File: src/rtl/pwr_seq_ctrl.sv
// Rail power-sequencing controller: ordered bring-up gated on power-good, reverse-order shutdown, latched fault.
// Optional PG-low glitch filter in ON is enabled by defining PWR_SEQ_PG_FILTER_EN.
module pwr_seq_ctrl #(
    parameter int                NUM_RAILS  = 4,
    parameter int                IDX_W      = 2,
    parameter int                CNT_W      = 16,
    parameter logic [CNT_W-1:0]  STEP_DLY   = 16'd2500,
    parameter logic [CNT_W-1:0]  PG_TIMEOUT = 16'd25000,
    parameter int                PG_FILT    = 8
) (
    input  logic                 SYSCLK,
    input  logic                 RESET,
    input  logic                 PWR_REQ,
    input  logic [NUM_RAILS-1:0] PG_IN,
    input  logic                 CLR_FAULT,
    output logic [NUM_RAILS-1:0] RAIL_EN,
    output logic                 PWR_OK,
    output logic                 FAULT,
    output logic [IDX_W-1:0]     FAULT_IDX
);

    typedef enum logic [2:0] {
        S_OFF,
        S_UP_WAIT,
        S_UP_DLY,
        S_ON,
        S_DOWN,
        S_FAULT
    } state_t;

    localparam logic [CNT_W-1:0] CNT_ONE   = CNT_W'(1);
    localparam logic [CNT_W-1:0] STEP_LAST = STEP_DLY - CNT_ONE;
    localparam logic [CNT_W-1:0] PG_LAST   = PG_TIMEOUT - CNT_ONE;
    localparam logic [IDX_W-1:0] LAST_IDX  = IDX_W'(NUM_RAILS - 1);
    localparam logic [IDX_W-1:0] IDX_ONE   = IDX_W'(1);

    state_t                 state_q, state_d;
    logic [IDX_W-1:0]       idx_q, idx_d;
    logic [CNT_W-1:0]       cnt_q, cnt_d;
    logic [NUM_RAILS-1:0]   railEn_q, railEn_d;
    logic                   pwrOk_q, pwrOk_d;
    logic                   fault_q, fault_d;
    logic [IDX_W-1:0]       faultIdx_q, faultIdx_d;
    logic [NUM_RAILS-1:0]   pgMeta_q, pgS_q;
    logic [NUM_RAILS-1:0]   onLost;
    logic [NUM_RAILS-1:0]   belowIdx, atOrBelowIdx;

    function automatic logic [IDX_W-1:0] lowestSet(input logic [NUM_RAILS-1:0] v);
        logic [IDX_W-1:0] r;
        r = '0;
        for (int i = NUM_RAILS - 1; i >= 0; i--) begin
            if (v[i]) r = IDX_W'(i);
        end
        return r;
    endfunction

    // PG inputs come straight from the regulators, so they are double-flopped before use.
    always_ff @(posedge SYSCLK) begin
        if (RESET) begin
            pgMeta_q <= '0;
            pgS_q    <= '0;
        end else begin
            pgMeta_q <= PG_IN;
            pgS_q    <= pgMeta_q;
        end
    end

`ifdef PWR_SEQ_PG_FILTER_EN
    localparam int               FILT_W    = $clog2(PG_FILT + 1);
    localparam logic [FILT_W-1:0] FILT_LAST = FILT_W'(PG_FILT - 1);

    logic [FILT_W-1:0] filt_q [NUM_RAILS];

    // Counters only run in ON; any good sample restarts the low-run count for that rail.
    always_ff @(posedge SYSCLK) begin
        for (int i = 0; i < NUM_RAILS; i++) begin
            if (RESET || state_q != S_ON || pgS_q[i]) begin
                filt_q[i] <= '0;
            end else if (filt_q[i] != FILT_LAST) begin
                filt_q[i] <= filt_q[i] + FILT_W'(1);
            end
        end
    end

    always_comb begin
        onLost = '0;
        for (int i = 0; i < NUM_RAILS; i++) begin
            onLost[i] = !pgS_q[i] && (filt_q[i] == FILT_LAST);
        end
    end
`else
    assign onLost = ~pgS_q;
`endif

    always_comb begin
        belowIdx     = '0;
        atOrBelowIdx = '0;
        for (int j = 0; j < NUM_RAILS; j++) begin
            belowIdx[j]     = IDX_W'(j) <  idx_q;
            atOrBelowIdx[j] = IDX_W'(j) <= idx_q;
        end
    end

    always_ff @(posedge SYSCLK) begin
        if (RESET) begin
            state_q    <= S_OFF;
            idx_q      <= '0;
            cnt_q      <= '0;
            railEn_q   <= '0;
            pwrOk_q    <= 1'b0;
            fault_q    <= 1'b0;
            faultIdx_q <= '0;
        end else begin
            state_q    <= state_d;
            idx_q      <= idx_d;
            cnt_q      <= cnt_d;
            railEn_q   <= railEn_d;
            pwrOk_q    <= pwrOk_d;
            fault_q    <= fault_d;
            faultIdx_q <= faultIdx_d;
        end
    end

    // Fault checks take priority over a request drop, which takes priority over normal stepping.
    always_comb begin
        state_d    = state_q;
        idx_d      = idx_q;
        cnt_d      = cnt_q;
        railEn_d   = railEn_q;
        pwrOk_d    = pwrOk_q;
        fault_d    = fault_q;
        faultIdx_d = faultIdx_q;

        case (state_q)
            S_OFF: begin
                railEn_d = '0;
                pwrOk_d  = 1'b0;
                if (PWR_REQ) begin
                    state_d     = S_UP_WAIT;
                    idx_d       = '0;
                    cnt_d       = '0;
                    railEn_d[0] = 1'b1;
                end
            end

            S_UP_WAIT: begin
                cnt_d = (cnt_q == PG_LAST) ? cnt_q : cnt_q + CNT_ONE;
                if (|(belowIdx & ~pgS_q)) begin
                    state_d    = S_FAULT;
                    faultIdx_d = lowestSet(belowIdx & ~pgS_q);
                end else if (!PWR_REQ) begin
                    state_d         = S_DOWN;
                    cnt_d           = '0;
                    railEn_d[idx_q] = 1'b0;
                end else if (pgS_q[idx_q]) begin
                    state_d = S_UP_DLY;
                    cnt_d   = '0;
                end else if (cnt_q == PG_LAST) begin
                    state_d    = S_FAULT;
                    faultIdx_d = idx_q;
                end
            end

            S_UP_DLY: begin
                cnt_d = (cnt_q == STEP_LAST) ? cnt_q : cnt_q + CNT_ONE;
                if (|(atOrBelowIdx & ~pgS_q)) begin
                    state_d    = S_FAULT;
                    faultIdx_d = lowestSet(atOrBelowIdx & ~pgS_q);
                end else if (!PWR_REQ) begin
                    state_d         = S_DOWN;
                    cnt_d           = '0;
                    railEn_d[idx_q] = 1'b0;
                end else if (cnt_q == STEP_LAST) begin
                    cnt_d = '0;
                    if (idx_q == LAST_IDX) begin
                        state_d = S_ON;
                        pwrOk_d = 1'b1;
                    end else begin
                        state_d         = S_UP_WAIT;
                        idx_d           = idx_q + IDX_ONE;
                        railEn_d[idx_d] = 1'b1;
                    end
                end
            end

            S_ON: begin
                pwrOk_d = 1'b1;
                if (|onLost) begin
                    state_d    = S_FAULT;
                    faultIdx_d = lowestSet(onLost);
                end else if (!PWR_REQ) begin
                    state_d            = S_DOWN;
                    pwrOk_d            = 1'b0;
                    idx_d              = LAST_IDX;
                    cnt_d              = '0;
                    railEn_d[LAST_IDX] = 1'b0;
                end
            end

            S_DOWN: begin
                cnt_d = (cnt_q == STEP_LAST) ? cnt_q : cnt_q + CNT_ONE;
                if (cnt_q == STEP_LAST) begin
                    cnt_d = '0;
                    if (idx_q == '0) begin
                        state_d = S_OFF;
                    end else begin
                        idx_d           = idx_q - IDX_ONE;
                        railEn_d[idx_d] = 1'b0;
                    end
                end
            end

            S_FAULT: begin
                railEn_d = '0;
                pwrOk_d  = 1'b0;
                fault_d  = 1'b1;
                if (CLR_FAULT && !PWR_REQ) begin
                    state_d = S_OFF;
                    fault_d = 1'b0;
                    idx_d   = '0;
                    cnt_d   = '0;
                end
            end

            default: begin
                state_d = S_OFF;
            end
        endcase

        // Entering FAULT drops every rail together rather than sequencing them down.
        if (state_d == S_FAULT && state_q != S_FAULT) begin
            railEn_d = '0;
            pwrOk_d  = 1'b0;
            fault_d  = 1'b1;
            cnt_d    = '0;
        end
    end

    assign RAIL_EN   = railEn_q;
    assign PWR_OK    = pwrOk_q;
    assign FAULT     = fault_q;
    assign FAULT_IDX = faultIdx_q;

endmodule

File: config.mk
export PLATFORM = sky130hd
export DESIGN_NAME = pwr_seq_ctrl
export DESIGN_NICKNAME = d
export VERILOG_FILES = /design/src/rtl/pwr_seq_ctrl.sv
export SDC_FILE = /design/constraint.sdc
export NUM_CORES = 1
export LEC_CHECK = 0
export CELL_PAD_IN_SITES_DETAIL_PLACEMENT = 0
export CELL_PAD_IN_SITES_GLOBAL_PLACEMENT = 1
export CORE_MARGIN = 4
export CORE_UTILIZATION = 44
export DETAILED_ROUTE_END_ITERATION = 10
export PLACE_DENSITY = 0.9
export SETUP_SLACK_MARGIN = 0.4
export SLEW_MARGIN = 10
export SYNTH_ARGS = -nofsm -noshare
export SYNTH_HDL_FRONTEND = slang
export SYNTH_SLANG_ARGS = --single-unit
File: constraint.sdc
create_clock -name SYSCLK -period 7.1 [get_ports SYSCLK]
set_input_delay 0.71 -clock SYSCLK [delete_from_list [all_inputs] [get_ports SYSCLK]]
set_output_delay 0.71 -clock SYSCLK [all_outputs]
set_load 0.01 [all_outputs]
==> results of run 1 <==
layout make-up:
class                           instances  area, µm²  area share, %
Clock buffer                            5      68.82          2.370
Multi-Input combinational cell        287       1790          61.65
Sequential cell                        37      740.7          25.51
Timing Repair Buffer                   15      150.1          5.170
Clock inverter                          3      22.52         0.7755
Inverter                               10      37.54          1.293
Tap cell                               75      93.84          3.231
layout by cell type, fill, tap and decap left out, drive strengths merged, types with 10 or more instances in the layout:
cell / n
nand2: 46
dfxtp: 37
nor2: 37
o21ai: 27
a21oi: 25
clkdlybuf4s50: 15
nand3: 14
nor2b: 13
a31oi: 11
inv: 10
ha: 10
power by group through the flow:
stage | sequential, W | clock (W) | combinational, W
4_1_cts | 0.000242 | 0.000159 | 0.000211
3_3_place_gp | 0.000247 | 0 | 0.000209
5_1_grt | 0.000246 | 0.000167 | 0.000236
6_report | 0.000243 | 0.000157 | 0.000215
2_1_floorplan | 0.000235 | 0 | 0.000170
3_5_place_dp | 0.000247 | 0 | 0.000209
worst paths after layout:
check,startpoint,end,depth (start not counted)
setup reg to reg,cnt_q[0]$_SDFFE_PP0P_,cnt_q[9]$_SDFFE_PP0P_,8
setup / recovery,cnt_q[0]$_SDFFE_PP0P_,cnt_q[9]$_SDFFE_PP0P_,8
hold reg to reg,pgMeta_q[2]$_SDFF_PP0_,pgS_q[2]$_SDFF_PP0_,1
hold / removal,pgMeta_q[2]$_SDFF_PP0_,pgS_q[2]$_SDFF_PP0_,1
cells by family (layout without fill, tap and decap cells):
logic type	after synthesis	after routing	synth area share, %
AOI/OAI and AO/OA	104	104	26.52
xor gates and xnor gates	2	2	0.6583
adders and majority gates	10	10	4.701
buffers and inverters	25	33	4.890
DFF	37	37	27.83
muxes	4	4	1.975
and+or+nand+nor	167	167	33.43
worst reg2reg max path: cells and delay by family (launching register included):
kind                     cells  cell delay [ps]
AND/OR/NAND/NOR              5             1420
adder cells (fa/ha/maj)      1              240
flip-flops                   1              400
AO/OA/AOI/OAI                2              840
routing by layer:
metal	track usage [%]	share of wire, %	up-vias
met5	0	0	-
met4	6.763	1.9	0
met3	3.170	6.4	13
met2	28.95	41	118
met1	28.80	50	1234
li1	-	-	1288
registers in the layout, indices dropped and copies added (netlist names):
name / count
FAULT: 1
FAULT_IDX: 2
PWR_OK: 1
RAIL_EN: 4
cnt_q: 16
idx_q: 2
pgMeta_q: 4
pgS_q: 4
state_q: 3
stage by stage:
stage | hold WS (ps) | total power (W) | instance area [µm²] | setup slack (ps) | std cells
global placement | 415.4 | 0.0004561 | 2813 | 3900 | 424
CTS | 445.2 | 0.0006119 | 2904 | 4123 | 432
global route | 462.1 | 0.0006495 | 2904 | 3882 | 432
detailed placement | 426.5 | 0.0004562 | 2813 | 3888 | 424
finish | 441.6 | 0.0006152 | 2904 | 4098 | 432
floorplan | 413.8 | 0.0004041 | 2661 | 4636 | 349
==> metrics.txt, run 1 <==
sw power=0.0002433 W; Lkg Pwr=0.9715 nW; Primary FF master, synth=dfxtp_1; final setup vio count=0; Die Area=0.007356 mm²; max-cap violations=0; Die H=85.77 µm; worst slew pin tran=895.9 ps; worst clock skew=16.62 ps; Internal=0.0003720 W; Root Driver=clkbuf_8; final core occ=49.34%; drt drc=0; Slew Limit Fails=0; CTS Sinks=37; status=finished clean; Synth-to-Final Area Change=9.121%; slowest stage delay, CP=730 ps; register-to-register setup slack=4100 ps; Worst Path Arrival=3190 ps; Total Routed Length=7.046 mm; Fin Setup TNS=0 ps; synth warn=0; synth cell count leaders=45 x nand2_1, 37 x dfxtp_1, 34 x nor2_1; initial antenna violation count=0; Clock Path Buffers=2; CP delay by family, top=simple AND/OR/NAND/NOR gates; first-pass GRT wire length=11.74 mm; Overall Global Routing Usage=19.62%; Distinct cells, synth=67; # port buffers=15; Core ar.=0.005886 mm²; 1st-iter DRT viols=308; ANT cells=0; clock latency on the worst-skew pair=310 ps; #FFs+latches synth=37; Post-CTS Hold Buffers=0; CTS tree=yes; gr ovfl total=0; H-Tree Depth=2; post-CTS setup buffers=0; critical path type=register to register; Tmin final=3002 ps; crit path cell chain=ha_1, nor2b_1, nand3_1, or4b_1, a22oi_2, nor2_2, a21oi_1, nor3_4; HP Class=register to register; Syn Std Cell Area=0.002661 mm²; sequential area share after synthesis=27.83%; cell with the most instances after synthesis=nand2_1; sw frac=39.54%; Final ANT Viol Nets=0; Max FO, Critical Path=12; EDFF count, synth=0; io pins=16; Slew headroom=40.19%; largest area contributor in the netlist=dfxtp_1; post-synth top area share=27.83%; CTS resizes=0; pwr dens=211.9 mW/mm²; Syn Inst Count=349; crit path capture type=register; RePlAce Congestion=0.9068; Worst VDD drop=0.0001158 V; Vias/cell=6.141; fmax=333.1 MHz; share of layout cells above drive strength 1=8.683%; crit path max-delay cell type=or4b_1; Fillers=595; RSZ-0062 raised after global routing=false; startpoint class of the critical path=register; syn_nets=367; Initial Utilization=45.22%; drt wl/cell=16.31 µm; final hold vios=0; crit share post-route=42.28%; via count=2,653; share of flip-flops with an asynchronous set or reset=0%; total CTS buffers=5; count of nets after finishing=374; Clk pwr share=25.6%; post-DP HPWL=4.958 mm; combinational share of power=35.0%; vias in the first global route=2,412; WP buf/inv=0; Worst Path Required=7280 ps; Syn Area/Cell=7.626 µm²; sequential share of power=39.4%; Placement Rows=28; clk slew on worst S/H paths=80 ps; dominant cells by area after synthesis=dfxtp_1 28%, nand2_1 6.3%, nor2_1 4.8%; chip width=85.77 µm; drt pass-1 iters=5; pin count of the biggest net entering global routing=27
Note: power is estimated with default switching activity, not from simulation.
==> run 2, diff against run 1 <==
--- a/config.mk
+++ b/config.mk
@@ -8,9 +8,9 @@
 export CELL_PAD_IN_SITES_DETAIL_PLACEMENT = 0
 export CELL_PAD_IN_SITES_GLOBAL_PLACEMENT = 1
 export CORE_MARGIN = 4
-export CORE_UTILIZATION = 44
+export CORE_UTILIZATION = 40
 export DETAILED_ROUTE_END_ITERATION = 10
-export PLACE_DENSITY = 0.9
+export PLACE_DENSITY = 0.87
 export SETUP_SLACK_MARGIN = 0.4
 export SLEW_MARGIN = 10
 export SYNTH_ARGS = -nofsm -noshare
==> constraint.sdc (replaced) <==
create_clock -name SYSCLK -period 2.5 [get_ports SYSCLK]
set_input_delay 0.25 -clock SYSCLK [delete_from_list [all_inputs] [get_ports SYSCLK]]
set_output_delay 0.25 -clock SYSCLK [all_outputs]
set_load 0.01 [all_outputs]
==> run 2 against run 1 <==
Net effect:
- critical path depth rose by 2
- via count rose by 12%
- wire length up 21%
- power increased to 3.6 times the previous value
- non-clock buffer count grew 50
- clock skew shrank 5.0 ps
- core utilization up 8.4 points
- clock-buffer cell count grew 1
- critical path type unchanged
- critical endpoint is now cnt_q[11]$_SDFFE_PP0P_
==> metrics.txt, run 2 (synthesized netlist as in run 1, its figures left out) <==
status=finished clean; Fin Setup TNS=0 ps (unchanged); via count=2,965 (+12%); CTS tree=yes; worst clock skew=11.62 ps (-4.999 ps); Placement Rows=29 (+3.6%); most frequent cells in the layout=44 x nand2_1, 43 x buf_4, 31 x nor2_1; Tmin final=2360 ps (-642.0 ps); max reg flops=16 (unchanged); initial antenna violation count=0 (unchanged); final core occ=57.76% (+8.4 points); chip width=89.57 µm (+4.4%); Fillers=547 (-8.1%); gr ovfl total=0 (unchanged); total CTS buffers=5 (unchanged); # port buffers=15 (unchanged); Root Driver=clkbuf_8; H-Tree Depth=2 (unchanged); final setup vio count=0 (unchanged); crit share post-route=94.39% (+52 points); HP Class=register to register; pwr dens=598.0 mW/mm² (+180%); count of nets after finishing=424 (+13%); drt pass-1 iters=7 (+2); Total Routed Length=8.513 mm (+21%); max-cap violations=0 (unchanged); critical path type=register to register; 1st-iter DRT viols=308 (unchanged); multi-input gate area in the final layout=0.002098 mm² (+17%); clock latency on the worst-skew pair=300 ps (about the same); share of layout cells above drive strength 1=32.68% (+24 points); Setup WS post-layout=140.3 ps (-3958 ps); io pins=16 (unchanged); worst slew pin tran=604.3 ps (-291.6 ps); first-pass GRT wire length=13.05 mm (+11%); vias in the first global route=2,613 (+8.3%); post-DP HPWL=5.660 mm (+14%); pin count of the biggest net entering global routing=21 (-22%); fmax=423.8 MHz (+27%); Worst Path Required=2730 ps (-4550 ps); clk slew on worst S/H paths=90 ps (about the same); RePlAce Congestion=0.9133 (+0.72%); Lkg Pwr=1.307 nW (+35%); commonest non-fill, non-tap cell in the layout=nand2_1; Slew headroom=59.59% (+19 points); Clock Path Buffers=2 (unchanged); startpoint class of the critical path=register; Worst Hold Depth=1 (unchanged); Die H=89.57 µm (+4.4%); pre-CTS setup slack=55.39 ps (-3833 ps); FF/Latch Area=765.7 µm² (+3.4%); drt wl/cell=17.59 µm (+7.8%); Slew Limit Fails=0 (unchanged); Post-CTS Hold Buffers=0 (unchanged); Synth-to-Final Area Change=39.40%; Worst VDD drop=0.0003981 V (+240%); RSZ-0062 raised after global routing=true; Max FO, Critical Path=5 (-7); Worst Path Arrival=2590 ps (-600 ps); final hold vios=0 (unchanged); CTS Sinks=37 (unchanged); Initial Utilization=41.44% (-3.8 points); ANT cells=0 (unchanged); Die Area=0.008022 mm² (+9.0%); drt drc=0 (unchanged); register bank with the most flops=cnt_q; Final ANT Viol Nets=0 (unchanged); Overall Global Routing Usage=20.53% (+0.91 points); Vias/cell=6.126 (-0.25%); Core ar.=0.006422 mm² (+9.1%); Reg2Reg Depth=10 (+2); crit path capture type=register
## run 2: changes by cell type in the layout (fill, tap and decap cells not counted), moves of 7 or more
cell     change
buf_4       +43
a21oi_2     +11
a21oi_1     -11
o21ai_0      -7
dfxtp_1     -10
## run 2: metal layers
metal  GRT usage (%)  share of wire, %  up-vias
li1                -                 -     1387
met1           29.77                46     1387
met2           31.18                44      168
met3           3.779               8.1       23
met4           5.142               1.9        0
met5               0                 0        -
## run 2: area by class of cell
| class | instances | area share (%) |
|---|---|---|
| repair buffers | 65 | 15.85 |
| clock buffers | 6 | 2.226 |
| clock inverters | 2 | 0.9781 |
| multi-input cells | 287 | 56.56 |
| inverters | 10 | 1.147 |
| flip-flops and latches | 37 | 20.64 |
| well taps | 77 | 2.597 |
## run 2: worst max-delay path, cell delays in order (launching register included)
cell	delay, ps
dfxtp_4	380
buf_6	120
buf_6	110
mux4_2	220
o2111a_2	270
nor2_4	50
buf_6	120
a311o_1	360
a31o_4	320
clkbuf_16	180
a31oi_4	130
## run 2: worst paths after layout
check                    startpoint                      to  slack [ps]
max reg2reg   idx_q[0]$_SDFFE_PP0P_  cnt_q[11]$_SDFFE_PP0P_         140
min reg2reg  pgMeta_q[2]$_SDFF_PP0_     pgS_q[2]$_SDFF_PP0_         440
max           idx_q[0]$_SDFFE_PP0P_  cnt_q[11]$_SDFFE_PP0P_         140
min          pgMeta_q[2]$_SDFF_PP0_     pgS_q[2]$_SDFF_PP0_         440
## run 2: timing repair
item                                    CTS  global route
gates resized for setup                   8            44
hold endpoints to repair                  0             0
setup buffers                             9            11
cloned                                    0             3
endpoints found under the setup margin   25            28
pin swaps                                 6            22
## run 2: through the flow
stage	std cells	power, W	cell area [µm²]	hold WS (ps)
2_1_floorplan	349	0.001197	2809	321.6
3_3_place_gp	453	0.001447	3162	417.0
3_5_place_dp	453	0.001449	3162	424.7
4_1_cts	470	0.002056	3378	443.5
5_1_grt	484	0.002319	3710	446.7
6_report	484	0.002219	3710	438.3
## run 2: report_power, final
part | leakage [nW] | internal [W] | total (W) | switching (W)
combinational | 0.938 | 0.000445 | 0.000966 | 0.000521
clock | 0.0617 | 0.000326 | 0.000574 | 0.000248
sequential | 0.307 | 0.000622 | 0.000678 | 0.0000559
total | 1.31 | 0.00139 | 0.00222 | 0.000825
